**src/rtl/ddr3_rx_lane_trainer_if.sv**
```systemverilog
// Trainer <-> sequencer/IOD signal bundle for one DDR3 receive lane.
// DDR3_RX_TRAIN_DEBUG_EN adds the eye statistics outputs.
`timescale 1ns/1ps
interface ddr3_rx_lane_trainer_if;
    logic       start;
    logic [3:0] rx_data;
    logic       delay_line_out_of_range;
    logic       delay_line_move;
    logic       delay_line_direction;
    logic       delay_line_load;
    logic       rx_bit_slip;
    logic       busy;
    logic       train_done;
    logic       train_fail;
    logic [7:0] tap_center;
    logic [1:0] slip_count;
`ifdef DDR3_RX_TRAIN_DEBUG_EN
    logic [7:0] eye_first;
    logic [7:0] eye_last;
    logic [8:0] eye_width;
`else
    // Eye statistics are not carried in this build.
`endif

    modport slave (
        input  start, rx_data, delay_line_out_of_range,
        output delay_line_move, delay_line_direction, delay_line_load, rx_bit_slip,
        output busy, train_done, train_fail, tap_center, slip_count
`ifdef DDR3_RX_TRAIN_DEBUG_EN
        , output eye_first, eye_last, eye_width
`endif
    );

    modport master (
        output start, rx_data, delay_line_out_of_range,
        input  delay_line_move, delay_line_direction, delay_line_load, rx_bit_slip,
        input  busy, train_done, train_fail, tap_center, slip_count
`ifdef DDR3_RX_TRAIN_DEBUG_EN
        , input eye_first, eye_last, eye_width
`endif
    );
endinterface

```
**src/rtl/ddr3_rx_lane_trainer.sv**
```systemverilog
// DDR3 read-capture trainer: tap sweep, park at eye centre, bit-slip to word alignment.
// Optional eye statistics outputs under DDR3_RX_TRAIN_DEBUG_EN.
`timescale 1ns/1ps
module ddr3_rx_lane_trainer #(
    parameter logic [3:0] PATTERN       = 4'b0011,
    parameter int         MATCH_COUNT   = 16,
    parameter int         SETTLE_CYCLES = 8,
    parameter int         MAX_TAPS      = 128
) (
    input logic                   fab_clk,
    input logic                   arst_n,
    ddr3_rx_lane_trainer_if.slave lane
);
    localparam int         CW       = $clog2(SETTLE_CYCLES + 1) + 1;
    localparam int         MW       = $clog2(MATCH_COUNT) + 1;
    localparam logic [7:0] LAST_TAP = 8'(MAX_TAPS - 1);

    typedef enum logic [2:0] {
        S_IDLE, S_SETTLE, S_CHECK, S_STEP, S_CENTER, S_ALIGN, S_DONE, S_FAIL
    } state_t;

    state_t          state_q, state_d;
    logic            align_q, align_d;
    logic [CW-1:0]   wait_q, wait_d;
    logic [MW-1:0]   mcnt_q, mcnt_d;
    logic [3:0]      ref_q, ref_d;
    logic [7:0]      tap_q, tap_d, first_q, first_d, last_q, last_d;
    logic            seen_q, seen_d;
    logic            move_q, move_d, dir_q, dir_d, load_q, load_d, slip_q, slip_d;
    logic            busy_q, busy_d, done_q, done_d, fail_q, fail_d;
    logic [7:0]      center_q, center_d;
    logic [1:0]      slips_q, slips_d;
    logic [7:0]      target;
    logic            word_ok;

    function automatic logic is_rot(input logic [3:0] w);
        return (w == PATTERN) || (w == {PATTERN[2:0], PATTERN[3]}) ||
               (w == {PATTERN[1:0], PATTERN[3:2]}) || (w == {PATTERN[0], PATTERN[3:1]});
    endfunction

    assign target = first_q + ((last_q - first_q) >> 1);

    always_comb begin
        state_d  = state_q;
        align_d  = align_q;
        wait_d   = wait_q;
        mcnt_d   = mcnt_q;
        ref_d    = ref_q;
        tap_d    = tap_q;
        first_d  = first_q;
        last_d   = last_q;
        seen_d   = seen_q;
        move_d   = 1'b0;
        dir_d    = dir_q;
        load_d   = 1'b0;
        slip_d   = 1'b0;
        busy_d   = busy_q;
        done_d   = done_q;
        fail_d   = fail_q;
        center_d = center_q;
        slips_d  = slips_q;
        word_ok  = 1'b0;
        case (state_q)
            S_IDLE: if (lane.start) begin
                done_d  = 1'b0;
                fail_d  = 1'b0;
                slips_d = 2'd0;
                busy_d  = 1'b1;
                load_d  = 1'b1;
                tap_d   = 8'd0;
                first_d = 8'd0;
                last_d  = 8'd0;
                seen_d  = 1'b0;
                align_d = 1'b0;
                wait_d  = '0;
                state_d = S_SETTLE;
            end
            S_SETTLE: begin
                if (wait_q == CW'(SETTLE_CYCLES - 1)) begin
                    wait_d  = '0;
                    mcnt_d  = '0;
                    state_d = align_q ? S_ALIGN : S_CHECK;
                end else begin
                    wait_d = wait_q + 1'b1;
                end
            end
            S_CHECK: begin
                // First word must be some rotation; the rest must repeat it.
                word_ok = (mcnt_q == '0) ? is_rot(lane.rx_data) : (lane.rx_data == ref_q);
                if (mcnt_q == '0) ref_d = lane.rx_data;
                if (!word_ok) begin
                    state_d = seen_q ? S_CENTER : S_STEP;
                end else if (mcnt_q == MW'(MATCH_COUNT - 1)) begin
                    if (!seen_q) first_d = tap_q;
                    last_d  = tap_q;
                    seen_d  = 1'b1;
                    state_d = S_STEP;
                end else begin
                    mcnt_d = mcnt_q + 1'b1;
                end
            end
            S_STEP: begin
                if (lane.delay_line_out_of_range || tap_q == LAST_TAP) begin
                    wait_d  = '0;
                    state_d = seen_q ? S_CENTER : S_FAIL;
                end else begin
                    move_d  = 1'b1;
                    dir_d   = 1'b1;
                    tap_d   = tap_q + 8'd1;
                    state_d = S_SETTLE;
                end
            end
            S_CENTER: begin
                // The range flag is judged only once a decrement has settled, since
                // the sweep may have entered here with the upper limit still flagged.
                if (wait_q == '0) begin
                    if (tap_q > target) begin
                        move_d = 1'b1;
                        dir_d  = 1'b0;
                        tap_d  = tap_q - 8'd1;
                        wait_d = CW'(1);
                    end else begin
                        align_d = 1'b1;
                        state_d = S_SETTLE;
                    end
                end else if (wait_q == CW'(SETTLE_CYCLES)) begin
                    wait_d = '0;
                    if (lane.delay_line_out_of_range) state_d = S_FAIL;
                end else begin
                    wait_d = wait_q + 1'b1;
                end
            end
            S_ALIGN: begin
                if (lane.rx_data != PATTERN) begin
                    if (slips_q == 2'd3) begin
                        state_d = S_FAIL;
                    end else begin
                        slip_d  = 1'b1;
                        slips_d = slips_q + 2'd1;
                        state_d = S_SETTLE;
                    end
                end else if (mcnt_q == MW'(MATCH_COUNT - 1)) begin
                    state_d = S_DONE;
                end else begin
                    mcnt_d = mcnt_q + 1'b1;
                end
            end
            S_DONE: begin
                done_d   = 1'b1;
                busy_d   = 1'b0;
                center_d = target;
                state_d  = S_IDLE;
            end
            S_FAIL: begin
                fail_d   = 1'b1;
                busy_d   = 1'b0;
                center_d = tap_q;
                state_d  = S_IDLE;
            end
            default: state_d = S_IDLE;
        endcase
    end

    always_ff @(posedge fab_clk or negedge arst_n) begin
        if (!arst_n) begin
            state_q  <= S_IDLE;
            align_q  <= 1'b0;
            wait_q   <= '0;
            mcnt_q   <= '0;
            ref_q    <= 4'd0;
            tap_q    <= 8'd0;
            first_q  <= 8'd0;
            last_q   <= 8'd0;
            seen_q   <= 1'b0;
            move_q   <= 1'b0;
            dir_q    <= 1'b0;
            load_q   <= 1'b0;
            slip_q   <= 1'b0;
            busy_q   <= 1'b0;
            done_q   <= 1'b0;
            fail_q   <= 1'b0;
            center_q <= 8'd0;
            slips_q  <= 2'd0;
        end else begin
            state_q  <= state_d;
            align_q  <= align_d;
            wait_q   <= wait_d;
            mcnt_q   <= mcnt_d;
            ref_q    <= ref_d;
            tap_q    <= tap_d;
            first_q  <= first_d;
            last_q   <= last_d;
            seen_q   <= seen_d;
            move_q   <= move_d;
            dir_q    <= dir_d;
            load_q   <= load_d;
            slip_q   <= slip_d;
            busy_q   <= busy_d;
            done_q   <= done_d;
            fail_q   <= fail_d;
            center_q <= center_d;
            slips_q  <= slips_d;
        end
    end

    assign lane.delay_line_move      = move_q;
    assign lane.delay_line_direction = dir_q;
    assign lane.delay_line_load      = load_q;
    assign lane.rx_bit_slip          = slip_q;
    assign lane.busy                 = busy_q;
    assign lane.train_done           = done_q;
    assign lane.train_fail           = fail_q;
    assign lane.tap_center           = center_q;
    assign lane.slip_count           = slips_q;

`ifdef DDR3_RX_TRAIN_DEBUG_EN
    logic [7:0] eye_first_q, eye_last_q;
    logic [8:0] eye_width_q;

    always_ff @(posedge fab_clk or negedge arst_n) begin
        if (!arst_n) begin
            eye_first_q <= 8'd0;
            eye_last_q  <= 8'd0;
            eye_width_q <= 9'd0;
        end else if (state_q == S_DONE || state_q == S_FAIL) begin
            eye_first_q <= first_q;
            eye_last_q  <= last_q;
            eye_width_q <= seen_q ? ({1'b0, last_q} - {1'b0, first_q} + 9'd1) : 9'd0;
        end
    end

    assign lane.eye_first = eye_first_q;
    assign lane.eye_last  = eye_last_q;
    assign lane.eye_width = eye_width_q;
`else
    // Without the debug build the eye bounds stay internal.
`endif
endmodule
```
**src/flat_wrapper.sv**
```systemverilog
// flat-port wrapper written by rule: the top's interface ports become plain ports
module ddr3_rx_lane_trainer_flat 
#(
    parameter logic [3:0] PATTERN       = 4'b0011,
    parameter int         MATCH_COUNT   = 16,
    parameter int         SETTLE_CYCLES = 8,
    parameter int         MAX_TAPS      = 128
)
  (fab_clk, arst_n, lane_start, lane_rx_data, lane_delay_line_out_of_range, lane_delay_line_move, lane_delay_line_direction, lane_delay_line_load, lane_rx_bit_slip, lane_busy, lane_train_done, lane_train_fail, lane_tap_center, lane_slip_count);
  ddr3_rx_lane_trainer_if lane_i ();
  input logic fab_clk;
  input logic arst_n;
  input wire logic [$bits(lane_i.start)-1:0] lane_start;
  input wire logic [$bits(lane_i.rx_data)-1:0] lane_rx_data;
  input wire logic [$bits(lane_i.delay_line_out_of_range)-1:0] lane_delay_line_out_of_range;
  output wire logic [$bits(lane_i.delay_line_move)-1:0] lane_delay_line_move;
  output wire logic [$bits(lane_i.delay_line_direction)-1:0] lane_delay_line_direction;
  output wire logic [$bits(lane_i.delay_line_load)-1:0] lane_delay_line_load;
  output wire logic [$bits(lane_i.rx_bit_slip)-1:0] lane_rx_bit_slip;
  output wire logic [$bits(lane_i.busy)-1:0] lane_busy;
  output wire logic [$bits(lane_i.train_done)-1:0] lane_train_done;
  output wire logic [$bits(lane_i.train_fail)-1:0] lane_train_fail;
  output wire logic [$bits(lane_i.tap_center)-1:0] lane_tap_center;
  output wire logic [$bits(lane_i.slip_count)-1:0] lane_slip_count;
  assign lane_i.start = lane_start;
  assign lane_i.rx_data = lane_rx_data;
  assign lane_i.delay_line_out_of_range = lane_delay_line_out_of_range;
  assign lane_delay_line_move = lane_i.delay_line_move;
  assign lane_delay_line_direction = lane_i.delay_line_direction;
  assign lane_delay_line_load = lane_i.delay_line_load;
  assign lane_rx_bit_slip = lane_i.rx_bit_slip;
  assign lane_busy = lane_i.busy;
  assign lane_train_done = lane_i.train_done;
  assign lane_train_fail = lane_i.train_fail;
  assign lane_tap_center = lane_i.tap_center;
  assign lane_slip_count = lane_i.slip_count;
  ddr3_rx_lane_trainer #(.PATTERN(PATTERN), .MATCH_COUNT(MATCH_COUNT), .SETTLE_CYCLES(SETTLE_CYCLES), .MAX_TAPS(MAX_TAPS)) u_core (.fab_clk(fab_clk), .arst_n(arst_n), .lane(lane_i));
endmodule
```
**config.mk**
```make
export PLATFORM = sky130hd
export DESIGN_NAME = ddr3_rx_lane_trainer_flat
export DESIGN_NICKNAME = d
export VERILOG_FILES = /design/src/rtl/ddr3_rx_lane_trainer_if.sv /design/src/rtl/ddr3_rx_lane_trainer.sv /design/src/flat_wrapper.sv
export SDC_FILE = /design/constraint.sdc
export NUM_CORES = 1
export LEC_CHECK = 0
export BUFFER_PORTS_ARGS = -buffer_cell sky130_fd_sc_hd__buf_2
export CAP_MARGIN = 20
export CORE_ASPECT_RATIO = 1.75
export CORE_MARGIN = 4
export CORE_UTILIZATION = 50
export CTS_BUF_LIST = sky130_fd_sc_hd__clkbuf_8 sky130_fd_sc_hd__clkbuf_16
export DETAILED_ROUTE_END_ITERATION = 7
export PLACE_DENSITY = 0.65
export SYNTH_ARGS = -nofsm -noshare
export SYNTH_HDL_FRONTEND = slang
export SYNTH_SLANG_ARGS = --single-unit
```
**constraint.sdc**
```tcl
create_clock -name fab_clk -period 9.1 [get_ports fab_clk]
set_input_delay 1.365 -clock fab_clk [delete_from_list [all_inputs] [get_ports fab_clk]]
set_output_delay 1.365 -clock fab_clk [all_outputs]
set_load 0.05 [all_outputs]
```
Word-level counts from Yosys, hierarchy flattened
Index checks and enable logic that the tools add are counted.

word-level totals
  register bits after elaboration = 60
  output and inout port bits = 17

operators by class
  $add $sub $neg = 7
  order comparisons = 1
  equal/unequal tests = 37
  mux-type cells = 70
  reduce and logical (&&, ||, !) cells = 32

operator list
  kind                 count
  $mux 8               9
  $mux 5               10
  $pmux 8 s2           3
  $mux 3               14
  $pmux 8 s3           1
  $reduce_and 4->1     6
  $pmux 3 s7           1
  $pmux 5 s4           1
  $mux 1               18
  $reduce_bool 2->1    8
  $pmux 5 s3           1
  $ne 2x1->1 const B   7
  $pmux 1 s2           7
  $eq 3x3->1 const B   4
  $ne 2x2->1 const B   6
  $add 5x1->5 const B  2
  $eq 5x4->1 const B   2
  $logic_not 5->1      2
  $reduce_and 5->1     2
  $ne 3x3->1 const B   3
  $add 8x1->8 const B  1
  $add 8x7->8          1
  $eq 4x4->1 const B   2
  $eq 8x7->1 const B   1
  23 further kinds     35

Depth between registers and ports, before layout
  word-level depth = 7
  gate-level depth with buffers = 21
  depth with buffers taken out = 21

Worst setup path before layout
Ideal clock, no wire load.

  path type = reg-to-reg
  from = reg u_core.first_q[1]
  to = reg u_core.wait_q[1]
  arrival = 3.686 ns
  slack = 5.293 ns
  stages on the path, launching flop included = 21
  path buffers = 0
  cell sequence = dfrtp_1 > inv_1 > ha_1 > a21o_1 > a21o_1 > a211oi_1 > o21bai_1 > a21oi_1 > xnor2_1 > ha_1 > nor2_1 > nor2_1 > o41ai_2 > xor2_1 > ha_1 > nand4_1 > a21oi_1 > o22ai_1 > nor2b_1 > or2_2 > a22o_1

on the way
  cells in the longest elaborated chain, start to end = 5

ends and longest elaborated chain
  element                              line                         source
  from (decl)                          ddr3_rx_lane_trainer.sv:27   logic [7:0] tap_q, tap_d, first_q, first_d, last_q, last_d;
  from (signal assigned)               ddr3_rx_lane_trainer.sv:191  first_q <= first_d;
  $sub 8x8->8                          ddr3_rx_lane_trainer.sv:41   assign target = first_q + ((last_q - first_q) >> 1);
  $add 8x7->8 *                        ddr3_rx_lane_trainer.sv:41
  $gt 8x8->1 *                         ddr3_rx_lane_trainer.sv:117  if (tap_q > target) begin
  $ne 3x3->1 (no source line) *        -
  $reduce_and 4->1 (no source line) *  -
  to (signal assigned)                 ddr3_rx_lane_trainer.sv:187  wait_q <= wait_d;
  to (decl)                            ddr3_rx_lane_trainer.sv:24   logic [CW-1:0] wait_q, wait_d;

Mark *: on every way between the ends. The rest lies on a longest branch, timed or not.
A chain may end at the register's enable or synchronous reset.

Final worst setup path
  from = reg u_core.first_q[1]
  to = reg u_core.state_q[2]

on the way
  cells in the longest elaborated chain, start to end = 5

ends and longest elaborated chain
  element                              line                         source
  $sub 8x8->8                          ddr3_rx_lane_trainer.sv:41
  $add 8x7->8 *                        ddr3_rx_lane_trainer.sv:41
  $gt 8x8->1 *                         ddr3_rx_lane_trainer.sv:117
  $ne 3x3->1 (no source line) *        -
  $reduce_and 7->1 (no source line) *  -
  to (signal assigned)                 ddr3_rx_lane_trainer.sv:185  state_q <= state_d;
  to (decl)                            ddr3_rx_lane_trainer.sv:22   state_t state_q, state_d;

Marked as above.

==> metrics.txt <==
cts hold-fix bufs 0; pre-CTS setup slack 4848 ps; CP Launch Type register; syn_nets 455; post-synth top area share 37.84%; Clock Skews 5.378 ps; vias in the first global route 3248; final setup vio count 0; area growth from synthesis to layout 14.54%; Global Route Usage Sum 20.75%; Post-layout nets 483; crit path launch u_core.first_q[1]; status complete, no violations; maximum vdd drop 0.1523 mV; fillcell total 657; worst reg2reg setup slack 4880 ps; Data arrival, critical path 4440 ps; period utilization 46.39%; busiest grt layer met2; die height 125.8 µm; CTS tree built; CP max stage cell dfrtp_1; fin util 59.23%; FF+latch area 1501 µm²; worst path cell trace inv_1, ha_1, a21o_1, a21o_1, a211oi_1, o21bai_1, a21oi_1, xnor2_1, ha_1, nor2_1, nor2_1, o41ai_2, xor2_1, ha_1, nand4_1, a21oi_1, o21ai_0, nand3_1, mux2_2; Slew Limit Headroom 46.56%; count leader, synth dfrtp_1; Reg clk slew, reported paths 50 ps; top cells by area, synth dfrtp_1, ha_1, mux2_2; max cap viols 0; synthesized flop and latch total 60; Post-CTS Setup Bufs 0; Worst R2R Start u_core.first_q[1]; FF-to-FF End u_core.state_q[2]; critical path fanouts, max 4; met2 global-route usage 37.90%; total routed wirelength 9158 µm; Antenna diodes 0; total power 1.676 mW; async set-reset flop share out of synthesis 100.0%; clock sinks 60; initial DRC count 200; first-pass GRT wire length 15060 µm; fin. max-slew vios 0; Switching Power 0.7032 mW; largest area contributor in the netlist dfrtp_1; placed cell count 515; Synth Flop Type dfrtp_1; multi-input gate area in the final layout 2349 µm²; Logic pwr share 47.4%; htree depth 3; GRT overflow 0; setup tns final 0 ps; M1 GR Usage 21.76%; TritonCTS Buffers 9; Peak Freq 0.2369 GHz; cell family with most CP delay compound AO/OA/AOI/OAI gates; Synth Instances 410; fin cells 531; PnR worst setup slack 4879 ps; Internal 0.9725 mW; Cell Area, Synth 3968 µm²; Worst path most repeated cell ha_1; Hold Path Sink u_core.lane.tap_center[0]; Root Driver clkbuf_16; Clock Power Share 24.9%; DRT Pass-1 Iters 4; commonest cells in the netlist dfrtp_1, nor2_1, ha_1, nand2_1, a21oi_1; CP Class register to register; RSZ-0062 raised after global routing no; Initial Utilization 51.71%; WL/cell 17.25 µm; Final min period 4221 ps; post-synth cell types 54; core area 7672 µm²; layout cell share with drive strength beyond 1 17.16%; Leak Pwr 2.198 nW; die area 9480 µm²; I/O Buffers 24; Rows 42; Post-synth EDFFs 0; clock latency on the worst-skew pair 330 ps; post-route ant nets 0; crit end category register; pin count of the biggest net entering global routing 61; GPL Wtd Cong 0.8405; worst r2r path cells 19; Data required, critical path 9320 ps; sequential area share after synthesis 37.84%; antenna violations before repair 0; P per Cell Area 368.7 nW/µm²; clk buf depth 2; vias per inst 5.945; detailed-route via count 3157; yosys warns 0; Hold/Removal Path Class register to register; Slowest Stage Delay on Critical Path 390 ps; Min-Delay Path Depth 2; endpoints failing hold 0; CP Buf/Inv Count 1; Sw Ratio 41.97%; die span in x 75.34 µm; GR Layer Usage met3 4.864%; Synth Area per Inst 9.677 µm²; DP HPWL 6840 µm; Hold Startpoint u_core.lane.tap_center[0]; IO Pins 25; Seq pwr share 27.6%; DRC Markers 0; Slew @ Worst Pin 801.6 ps; Resized cells post-CTS 0
[worst max-delay path by stage]
stage / cells after the start / endpoint
2_1_floorplan: 20 / u_core.wait_q[1]
3_3_place_gp: 19 / u_core.state_q[2]
3_5_place_dp: 19 / u_core.state_q[2]
4_1_cts: 19 / u_core.state_q[2]
5_1_grt: 19 / u_core.state_q[2]
6_report: 19 / u_core.state_q[2]
[per-layer routing]
layer | wire length [µm] | up-vias
li1 | - | 1533
met1 | 3438 | 1544
met2 | 5174 | 61
met3 | 300 | 19
met4 | 244 | 0
met5 | 0 | -
[tightest hold or removal path, delay by kind of cell (launching register included)]
family / cells / cell delay (ps)
AOI/OAI and AO/OA: 1 / 60
DFF: 1 / 330
and+or+nand+nor: 1 / 40
[flip-flops by register name (all words and copies together) (netlist names), 3 cells and up]
register,flops
u_core.first_q,8
u_core.lane.tap_center,8
u_core.ref_q,4
u_core.wait_q,5
u_core.mcnt_q,5
u_core.tap_q,8
u_core.state_q,3
u_core.last_q,8
[power by group through the flow]
stage	clock, mW	sequential [mW]	combinational (mW)
floorplan	0	0.499	0.565
global placement	0	0.464	0.776
detailed placement	0	0.467	0.796
CTS	0.424	0.463	0.803
global route	0.435	0.476	0.887
finish	0.418	0.463	0.795
[placed cells by master, fill, tap and decap left out, types with 4 or more instances in the layout]
cell and count:
a21oi_1 25, clkbuf_16 9, nand2b_1 4, nand3_1 7, o21ai_0 21, buf_2 24
nor3b_1 4, o22ai_1 6, inv_1 24, and3_1 7, mux2_2 22, xnor2_1 17
xor2_1 9, nor2_1 40, dfrtp_1 60, mux2i_1 5, o21bai_1 6, ha_1 34
bufinv_16 4, nand2_1 30, a22o_1 10, nor2b_1 4, a21o_1 12, nor3_1 7
nand4_1 6
[per-stage QoR]
stage          instance area, µm²  hold WS (ps)
4_1_cts                      4544         477.9
6_report                     4544         473.3
3_3_place_gp                 4178         461.9
5_1_grt                      4544         494.1
2_1_floorplan                3968         471.6
3_5_place_dp                 4178         466.4
[cell type report]
type	instances	area share, %
clock buffers	10	5.259
clock inverters	6	2.808
inverters	22	1.817
multi-input cells	319	51.68
flip-flops and latches	60	33.04
well taps	88	2.423
repair buffers	26	2.974
[cell families after synthesis]
family,synth area share (%)
and+or+nand+nor,16.87
AOI/OAI and AO/OA,16.84
DFF,37.84
adders and majority gates,12.24
buffers and inverters,2.964
muxes,7.506
xor gates and xnor gates,5.740
(Power assumes the default switching activity.)
